File: src/rtl/blck_builder_stream.sv
// Streaming block builder: packs byte-qualified bus words into BLCK_SIZE-bit blocks and
// appends the domain-separation constant plus zero padding at message end.
module blck_builder_stream #(
    parameter int unsigned BUS_SIZE  = 32,
    parameter int unsigned BLCK_SIZE = 256,
    parameter logic [7:0]  PAD_CNST  = 8'h01
) (
    input  logic                   clk,
    input  logic                   rst,
    input  logic [BUS_SIZE-1:0]    data_in,
    input  logic [BUS_SIZE/8-1:0]  data_in_validity,
    input  logic                   data_in_last,
    input  logic                   data_in_valid,
    output logic                   data_in_ready,
    input  logic                   abort,
    output logic [BLCK_SIZE-1:0]   blck_out,
    output logic [BLCK_SIZE/8-1:0] blck_out_validity,
    output logic                   blck_out_last,
    output logic                   blck_out_padded,
    output logic                   blck_out_valid,
    input  logic                   blck_out_ready
);
    localparam int unsigned WORDS = BLCK_SIZE / BUS_SIZE;
    localparam int unsigned BYTES = BUS_SIZE / 8;
    localparam int unsigned CNT_W = $clog2(WORDS + 1);
    localparam int unsigned POP_W = $clog2(BYTES + 1);

    typedef enum logic [1:0] {StFill, StPad, StOut} state_t;

    state_t                 r_state, w_state_nxt;
    logic [CNT_W-1:0]       r_cnt, w_cnt_inc;
    logic                   r_cst_done, r_last, r_padded;
    logic [BLCK_SIZE-1:0]   r_buf;
    logic [BLCK_SIZE/8-1:0] r_vld;
    logic [POP_W-1:0]       w_pop;
    logic [BUS_SIZE-1:0]    w_fmt, w_word;
    logic [BYTES-1:0]       w_wvld;
    logic                   w_fmt_cst, w_wr, w_clear, w_set_cst, w_set_last;

    // Validity is a contiguous prefix, so its popcount is the first unused byte index.
    always_comb begin
        w_pop = '0;
        for (int i = 0; i < BYTES; i++) begin
            w_pop = w_pop + POP_W'(data_in_validity[i]);
        end
        w_fmt = '0;
        for (int i = 0; i < BYTES; i++) begin
            if (data_in_validity[i]) begin
                w_fmt[8*i +: 8] = data_in[8*i +: 8];
            end else if (data_in_last && (w_pop == POP_W'(i))) begin
                w_fmt[8*i +: 8] = PAD_CNST;
            end
        end
        w_fmt_cst = data_in_last && (w_pop != POP_W'(BYTES));
    end

    assign w_cnt_inc = r_cnt + 1'b1;

    always_comb begin
        w_state_nxt    = r_state;
        w_wr           = 1'b0;
        w_word         = '0;
        w_wvld         = '0;
        w_set_cst      = 1'b0;
        w_set_last     = 1'b0;
        w_clear        = 1'b0;
        data_in_ready  = 1'b0;
        blck_out_valid = 1'b0;
        unique case (r_state)
            StFill: begin
                data_in_ready = 1'b1;
                if (abort) begin
                    w_clear = 1'b1;
                end else if (data_in_valid) begin
                    w_wr       = 1'b1;
                    w_word     = w_fmt;
                    w_wvld     = data_in_validity;
                    w_set_last = data_in_last;
                    w_set_cst  = w_fmt_cst;
                    if (w_cnt_inc == CNT_W'(WORDS)) begin
                        w_state_nxt = StOut;
                    end else if (data_in_last) begin
                        w_state_nxt = StPad;
                    end
                end
            end
            StPad: begin
                if (abort) begin
                    w_clear     = 1'b1;
                    w_state_nxt = StFill;
                end else begin
                    w_wr      = 1'b1;
                    w_word    = r_cst_done ? '0 : BUS_SIZE'(PAD_CNST);
                    w_set_cst = 1'b1;
                    if (w_cnt_inc == CNT_W'(WORDS)) begin
                        w_state_nxt = StOut;
                    end
                end
            end
            StOut: begin
                blck_out_valid = 1'b1;
                if (blck_out_ready) begin
                    w_clear     = 1'b1;
                    w_state_nxt = StFill;
                end
            end
            default: w_state_nxt = StFill;
        endcase
    end

    // Buffer data survives the output handshake; only validity and flags are cleared.
    always_ff @(posedge clk or posedge rst) begin
        if (rst) begin
            r_state    <= StFill;
            r_cnt      <= '0;
            r_cst_done <= 1'b0;
            r_last     <= 1'b0;
            r_padded   <= 1'b0;
            r_buf      <= '0;
            r_vld      <= '0;
        end else begin
            r_state <= w_state_nxt;
            if (w_clear) begin
                r_cnt      <= '0;
                r_cst_done <= 1'b0;
                r_last     <= 1'b0;
                r_padded   <= 1'b0;
                r_vld      <= '0;
            end else if (w_wr) begin
                r_cnt <= w_cnt_inc;
                if (w_set_cst) begin
                    r_cst_done <= 1'b1;
                    r_padded   <= 1'b1;
                end
                if (w_set_last) begin
                    r_last <= 1'b1;
                end
                for (int k = 0; k < WORDS; k++) begin
                    if (r_cnt == CNT_W'(k)) begin
                        r_buf[BUS_SIZE*k +: BUS_SIZE] <= w_word;
                        r_vld[BYTES*k +: BYTES]       <= w_wvld;
                    end
                end
            end
        end
    end

    assign blck_out          = r_buf;
    assign blck_out_validity = r_vld;
    assign blck_out_last     = r_last;
    assign blck_out_padded   = r_padded;

endmodule

File: config.mk
export PLATFORM = sky130hd
export DESIGN_NAME = blck_builder_stream
export DESIGN_NICKNAME = d
export VERILOG_FILES = /design/src/rtl/blck_builder_stream.sv
export SDC_FILE = /design/constraint.sdc
export NUM_CORES = 1
export LEC_CHECK = 0
export CORE_MARGIN = 1
export CORE_UTILIZATION = 43
export DETAILED_ROUTE_END_ITERATION = 16
export PLACE_DENSITY_LB_ADDON = 0.12
export SLEW_MARGIN = 20
export SYNTH_ARGS = -nofsm -noshare
export SYNTH_HDL_FRONTEND = slang
export SYNTH_SLANG_ARGS = --single-unit
File: constraint.sdc
create_clock -name clk -period 9.71 [get_ports clk]
set_input_delay 1.942 -clock clk [delete_from_list [all_inputs] [get_ports clk]]
set_output_delay 1.942 -clock clk [all_outputs]
set_load 0.05 [all_outputs]
; Word-level counts from Yosys, hierarchy flattened
; Cells that the tools add are included.
[word_totals]
regBits = 296
latch_bits = 0
ram_bits = 0
mem_bits_ro = 0
inputBits = 42
wordCells = 140
mem_count = 0
[classes]
add_sub_neg = 4
multipliers = 0
div_mod_pow = 0
order_cmp = 0
eq_ne = 19
shifts = 0
n_mux = 57
n_bitwise = 1
reduce_logical = 39
[ops]
columns = op, count
row1 = $mux 32, 4
row2 = $pmux 32 s2, 1
row3 = $mux 4, 13
row4 = $mux 8, 4
row5 = $mux 1, 24
row6 = $reduce_and 3->1, 8
row7 = $reduce_bool 2->1, 11
row8 = $reduce_and 2->1, 10
row9 = $eq 4x3->1 const B, 4
row10 = $mux 2, 7
row11 = $ne 3x3->1 const B, 3
row12 = $eq 4x2->1 const B, 2
row13 = $eq 3x2->1 const B, 2
row14 = $ne 2x2->1 const B, 3
row15 = $pmux 1 s2, 3
row16 = $pmux 2 s3, 1
row17 = $logic_and 1x1->1, 5
row18 = $reduce_and 5->1, 1
row19 = $add 4x1->4 const B, 1
row20 = $eq 4x1->1 const B, 1
row21 = $eq 4x4->1 const B, 1
row22 = $logic_not 4->1, 1
row23 = $add 2x1->3, 1
row24 = $add 3x1->3, 1
row25 = 8 further kinds, 8

; Depth between registers and ports, before layout
; Gate-level depths: netlist of the first run.
[logic_depth]
word_depth = 11
depth_mapped = 9
mapped_depth_nobuf = 9

; Least setup slack after synthesis of the first run
; No wires, ideal clock.
[synth_path]
path_kind = input-to-reg
start = input port data_in_validity[0]
end = register r_buf[0], in the netlist blck_out[0]
setup_ps = 67
arrival_time_ps = 3774
setup_slack_ps = 5870
path_stages = 8
path_cell_list = inv_1 > fa_1 > inv_1 > ha_1 > ha_1 > o41ai_1 > o2bb2ai_2 > mux2_2
[synth_between]
elab_chain_cells = 10
[synth_rtl]
columns = item, line_no
row1 = "start, declared", 11  ; input logic [BUS_SIZE/8-1:0] data_in_validity,
row2 = $add 1x1->2, 44  ; w_pop = w_pop + POP_W'(data_in_validity[i]);
row3 = $add 2x1->3, 44
row4 = $add 3x1->3, 44
row5 = $logic_not 3->1, 50  ; end else if (data_in_last && (w_pop == POP_W'(i))) begin
row6 = $logic_and 1x1->1, 50
row7 = $mux 1, 50
row8 = $mux 8 (*), 48  ; if (data_in_validity[i]) begin
row9 = $mux 32 (*), 74  ; end else if (data_in_valid) begin
row10 = $mux 32 (*), 72  ; if (abort) begin
row11 = $pmux 32 s2 (*), 69  ; unique case (r_state)
row12 = "end signal, assigned by index", 140  ; r_buf[BUS_SIZE*k +: BUS_SIZE] <= w_word;
row13 = "end, declared", 33  ; logic [BLCK_SIZE-1:0] r_buf;
; Every way passes the cells marked *; elsewhere a longest branch is shown, timed or not.
; A chain may end at the register's enable or synchronous reset.

; Worst setup path after layout of the first run
[layout_path]
start = input port abort
end = register r_buf[197], in the netlist blck_out[197]
[layout_between]
elab_chain_cells = 4
word_cells_on_any_way = 9
cone_classes = mux: 7 / bitwise: 1 / reduce/logical: 1
[layout_rtl]
columns = item, line_no
row1 = "start, declared", 15  ; input logic abort,
row2 = $mux 1, "72, 88"
row3 = $pmux 1 s2, 69
row4 = $not 1->1 (no source line), n/a
row5 = $reduce_and 3->1 (no source line), n/a
; Parallel ways exist; a longest one is shown, timed or not.

==> results of run 1 <==
## per-layer routing
layer	vias up	part of all wire	routed length, um	GRT usage
met5	-	0.00036	12	0
met4	2	0.014	467	0.0484
met3	33	0.078	2550	0.0618
met2	257	0.46	15200	0.391
met1	4131	0.45	14700	0.344
li1	4104	-	-	-
## final timing paths
| path | cells past startpoint | end | slack, ns | start |
|---|---|---|---|---|
| min reg2reg | 2 | blck_out[29] | 0.48 | blck_out[29] |
| min in group asynchronous | 3 | blck_out[162] | 1.97 | rst |
| min | 2 | blck_out[29] | 0.48 | blck_out[29] |
| max | 5 | blck_out[197] | 5.46 | abort |
| max reg2reg | 4 | blck_out[197] | 6.91 | r_state[0] |
| max in group asynchronous | 4 | blck_out[25] | 6.23 | rst |
## kinds of logic after synthesis
family / after synthesis / synth area share
AOI/OAI and AO/OA: 294 / 0.152
xor gates and xnor gates: 3 / 0.00232
adders and majority gates: 7 / 0.00838
buffers and inverters: 83 / 0.0378
DFF: 296 / 0.653
muxes: 8 / 0.00794
and+or+nand+nor: 344 / 0.138
## registers in the layout (all words and copies together), names as in the netlist
signal	flops
blck_out	256
blck_out_validity	32
r_cnt	4
r_state	2
blck_out_last	1
blck_out_padded	1
## cell type report
| type | instances | area (um^2) |
|---|---|---|
| clock buffer | 42 | 877 |
| sequential | 296 | 7410 |
| tap | 335 | 419 |
| timing repair buffer | 345 | 3440 |
| clock inverter | 16 | 234 |
| fill | 2224 | 10100 |
| inverter | 11 | 45.0 |
| multi-input combinational | 656 | 3510 |
| antenna | 1 | 2.50 |
## per-stage QoR
stage	total power (W)	setup WS (ns)	std cells
final	0.00308	5.46	1702
after detailed placement	0.00183	4.87	1643
after global routing	0.00319	5.23	1701
after CTS	0.00311	5.42	1701
after global placement	0.00182	4.98	1643
after floorplan	0.00165	3.84	1035
## worst register-to-register path, cell delays in order, from the launching register on
cell,delay [ns]
dfrtp_1,0.47
nor4b_4,0.60
and2_1,0.88
nand2_1,0.46
o21ai_0,0.28
## power groups by stage
stage                     clock (W)  combinational (W)  sequential [W]
after floorplan                   0           0.000119         0.00153
after global placement            0           0.000478         0.00134
after detailed placement          0           0.000482         0.00134
after CTS                   0.00130           0.000483         0.00132
after global routing        0.00135           0.000510         0.00133
final                       0.00128           0.000478         0.00132
## placed cells by master, fill, tap and decap left out, drive strengths merged
cell,instances
xor2,3
and2,5
o32ai,1
a31oi,1
a21oi,4
clkbuf,42
and3b,1
o2bb2ai,1
and3,4
nor3b,4
nor4,1
a22oi,1
diode,1
buf,12
mux2,8
nand3,9
o41ai,2
or2,1
nor4b,1
clkdlybuf4s50,333
inv,11
clkinv,9
a22o,33
and4,4
dfrtp,296
nor2,15
nand4,4
nor2b,4
and2b,1
fa,1
o22ai,1
nand2b,3
o21ai,250
ha,6
nand2,287
clkinvlp,1
bufinv,6
==> results.toml, run 1 <==
[outcome]
status = "completed"

[synth]
avgSynthCellArea_um2 = 11.0
syn_inst = 1035
ys_warn_count = 0
netlist_top_cells_area = "dfrtp_1 65%, nand2_1 9.2%, o21ai_0 7.6%"
synth_common_cells = "296 x dfrtp_1, 279 x nand2_1, 172 x o21ai_0, 50 x o21ai_1, 41 x clkbuf_1"
syn-num-nets = 1084
synth.distinct_cells = 45
synth_edf_count = 0
yosysTopAreaCell = "dfrtp_1"
ys.flop_type = "dfrtp_1"
synth.most_common_cell = "dfrtp_1"
ys_seq_area_frac = 0.653
synth_top_area_share = 0.653
synth_area_um2 = 11300
ys_seq_elements = 296
synthArstFlopShare = 1.00

[timing]
drv_slew = 0
finalClockSkew_ns = 0.00939
max_freq_ghz = 0.235
holdWs_ns = 0.476
finalSetupViolations = 0
final.setup.tns_ns = 0
fin_crit_sh = 0.437
hold_viol_final = 0
max_slew_margin = 0.316
period_needed_ns = 4.25
worst_pin_slew_ns = 1.03
rsz0062_at_grt = "no"

[floorplanning]
die_h_um = 164
rows = 59
io_pins = 334
die_w_um = 164
die_area_um2 = 27000
core_area_um2 = 26000
initial_utilization = 0.436

[cts]
cts_resized = 0
clkTransAtPathRegs_ns = 0.06
cts_buffers = 31
cts_tree = "built"
clk_latency_ns = 0.56
cts_setup_buffers = 0
clk_path_buf_depth = 3
cts_htree_levels = 1
clock-sinks = 296
hold_buffers = 0
cts_root_buf = "clkbuf_16"

[power_and_ir_drop]
seq_power_share = 0.429
power_density_nw_per_um2 = 194
intPower_w = 0.00222
clkPwrFrac = 0.416
vdd_drop_max_uv = 168
switching_power_w = 0.000862
comb_power_share = 0.155
switching_share = 0.280
leakagePower_nw = 6.91

[drt]
finalWirelength_um = 32900
route.detailed.drc = 0
vias = 8527
first_pass_iters = 5
viasPerCell = 5.01
initialDrtViolationCount = 584
ant_nets = 0
wl_per_cell_um = 19.3

[setup_path]
crit_chain = "clkdlybuf4s50_1 -> nor4b_4 -> and2_1 -> nand2_1 -> o21ai_0"
worst_path_largest_cell_delay_ns = 0.87
crit_arrival_ns = 4.70
setup.worst_path.start_class = "primary input"
crit_family = "simple AND/OR/NAND/NOR gates"
cp_num_buf_inv = 1
worst-setup-path-type = "primary input to flop"
critPathSlowestCell = "and2_1"
cp-end-kind = "flop"
critPathRequiredTime_ns = 10.16
cp_max_fo = 15

[global_routing]
antenna_found_initial = 2
track_usage = 0.246
grt_pass1_wl_um = 50400
grt_pass1_vias = 8307
grt_overflow_total = 0
grt_max_degree = 160

[min_path]
hold_class = "flop to flop"

[job]
maxCapViolCount = 0

[final_layout]
design_area_um2 = 15900
drive_gt1_frac = 0.0893
area_growth_syn_to_layout_pct = 40.4
nNetsFinal = 1390
final_util = 0.613

[place]
place_area_um2 = 14800
globalplace.congestion = 0.827
io_buffers = 333
dp_hpwl_um = 22300
Note: power is estimated with default switching activity, not from simulation.
==> run 2, diff against run 1 <==
CORE_UTILIZATION = 47   (was 43)
clock period = 4.1 ns   (was 9.71 ns; I/O delays follow)
==> results.toml, run 2 (synthesis results as in run 1) <==
[final_layout]
mostFrequentLayoutCells = "333 x clkdlybuf4s50_1, 296 x dfrtp_1, 279 x nand2_1"
nNetsFinal = 1402
finalNonFillerCells = 1695
num_antenna_cells = 0
drive_gt1_frac = 0.0959
layout_commonest_cell = "clkdlybuf4s50_1"
area_growth_syn_to_layout_pct = 41.7
n_fill_cell = 1844
final_util = 0.683
largest_reg_flops = 256

[cts]
hold_buffers = 0
cts_tree = "built"
cts_buffers = 30
cts_resized = 0
clock-sinks = 296
clk_path_buf_depth = 3
cts_htree_levels = 1
cts_root_buf = "clkbuf_16"
cts_setup_buffers = 0
clk_latency_ns = 0.55
clkTransAtPathRegs_ns = 0.06

[setup_path]
setup.worst_path.start_class = "primary input"
worst-setup-path-type = "primary input to flop"
critPathRequiredTime_ns = 4.56
cp_max_fo = 8
cp_num_buf_inv = 4
crit_family = "adder cells"
critPathMostFrequentCell = "inv_1"
worst_path_largest_cell_delay_ns = 0.55
crit_chain = "clkdlybuf4s50_1 -> inv_1 -> fa_1 -> inv_1 -> ha_1 -> ha_1 -> inv_1 -> o41ai_1 -> nand2_1 -> o21ai_0"
critPathSlowestCell = "fa_1"
crit_arrival_ns = 3.45
cp-end-kind = "flop"

[floorplanning]
die_w_um = 157
core_area_um2 = 23500
die_area_um2 = 24800
initial_utilization = 0.482
die_h_um = 157
io_pins = 334
rows = 56

[drt]
first_pass_iters = 4
finalWirelength_um = 32100
route.detailed.drc = 0
ant_nets = 0
initialDrtViolationCount = 450
wl_per_cell_um = 18.9
viasPerCell = 5.10
vias = 8647

[power_and_ir_drop]
intPower_w = 0.00533
switching_power_w = 0.00202
comb_power_share = 0.156
vdd_drop_max_uv = 307
switching_share = 0.275
clkPwrFrac = 0.417
seq_power_share = 0.427
power_density_nw_per_um2 = 457
leakagePower_nw = 6.99

[min_path]
hold_class = "flop to flop"

[timing]
max_slew_margin = 0.405
holdWs_ns = 0.475
final.setup.tns_ns = 0
max_freq_ghz = 0.335
finalSetupViolations = 0
period_needed_ns = 2.98
fin_crit_sh = 0.728
finalClockSkew_ns = 0.0213
hold_viol_final = 0
rsz0062_at_grt = "no"
worst_pin_slew_ns = 0.891
drv_slew = 0

[place]
dp.cells = 1640
globalplace.congestion = 0.840
dp_hpwl_um = 22600
io_buffers = 333

[global_routing]
grt_overflow_total = 0
grt_pass1_vias = 8282
grt_max_degree = 80
antenna_found_initial = 0
grt_pass1_wl_um = 48900
track_usage = 0.261

[job]
maxCapViolCount = 0

[outcome]
status = "completed"
==> run 2: changes by cell type in the layout (fill, tap and decap cells not counted), sizes merged <==
cell      delta
bufinv       +1
clkinv       -5
diode        -1
buf         +13
clkinvlp     +1
==> run 2: power groups by stage <==
stage	Combinational, W	Clock, W	Sequential [W]
floorplan	0.000283	0	0.00362
global placement	0.00114	0	0.00318
detailed placement	0.00115	0	0.00318
CTS	0.00116	0.00312	0.00313
global route	0.00122	0.00324	0.00315
finish	0.00115	0.00307	0.00313
==> run 2: path summary, 6_finish.rpt <==
kind	from	end	slack, ns	depth (start not counted)
max	data_in_validity[0]	blck_out[80]	1.12	10
min	blck_out[82]	blck_out[82]	0.47	2
max reg2reg	r_state[0]	blck_out[36]	1.73	4
min reg2reg	blck_out[82]	blck_out[82]	0.47	2
max in group asynchronous	rst	blck_out_validity[7]	2.36	3
min in group asynchronous	rst	blck_out[98]	0.83	2
==> run 2: final cells by class <==
class,instances,area (um^2),share of cell area
inverters,11,45.0,0.00280
clock buffers,42,877,0.0546
well taps,319,399,0.0248
multi-input cells,656,3510,0.218
flip-flops and latches,296,7410,0.461
clock inverters,13,246,0.0153
repair buffers,358,3600,0.224
==> run 2: worst register-to-register path: cells and delay by family (launching register included) <==
kind | cells | cell delay (ns)
simple gates | 3 | 1.53
flops | 1 | 0.48
compound gates | 1 | 0.26
==> run 2: layer usage <==
metal / track usage / share of wire / up-vias
li1: - / - / 4129
met1: 0.354 / 0.43 / 4193
met2: 0.415 / 0.47 / 280
met3: 0.0702 / 0.079 / 45
met4: 0.0730 / 0.024 / 0
met5: 0 / 0 / -
==> run 2: per-stage QoR <==
step | area (um^2) | power (W) | setup slack [ns]
floorplan | 11300 | 0.00391 | -0.651
global placement | 15000 | 0.00432 | 0.626
detailed placement | 15000 | 0.00434 | 0.542
CTS | 16100 | 0.00740 | 1.13
global route | 16100 | 0.00760 | 0.955
finish | 16100 | 0.00734 | 1.12
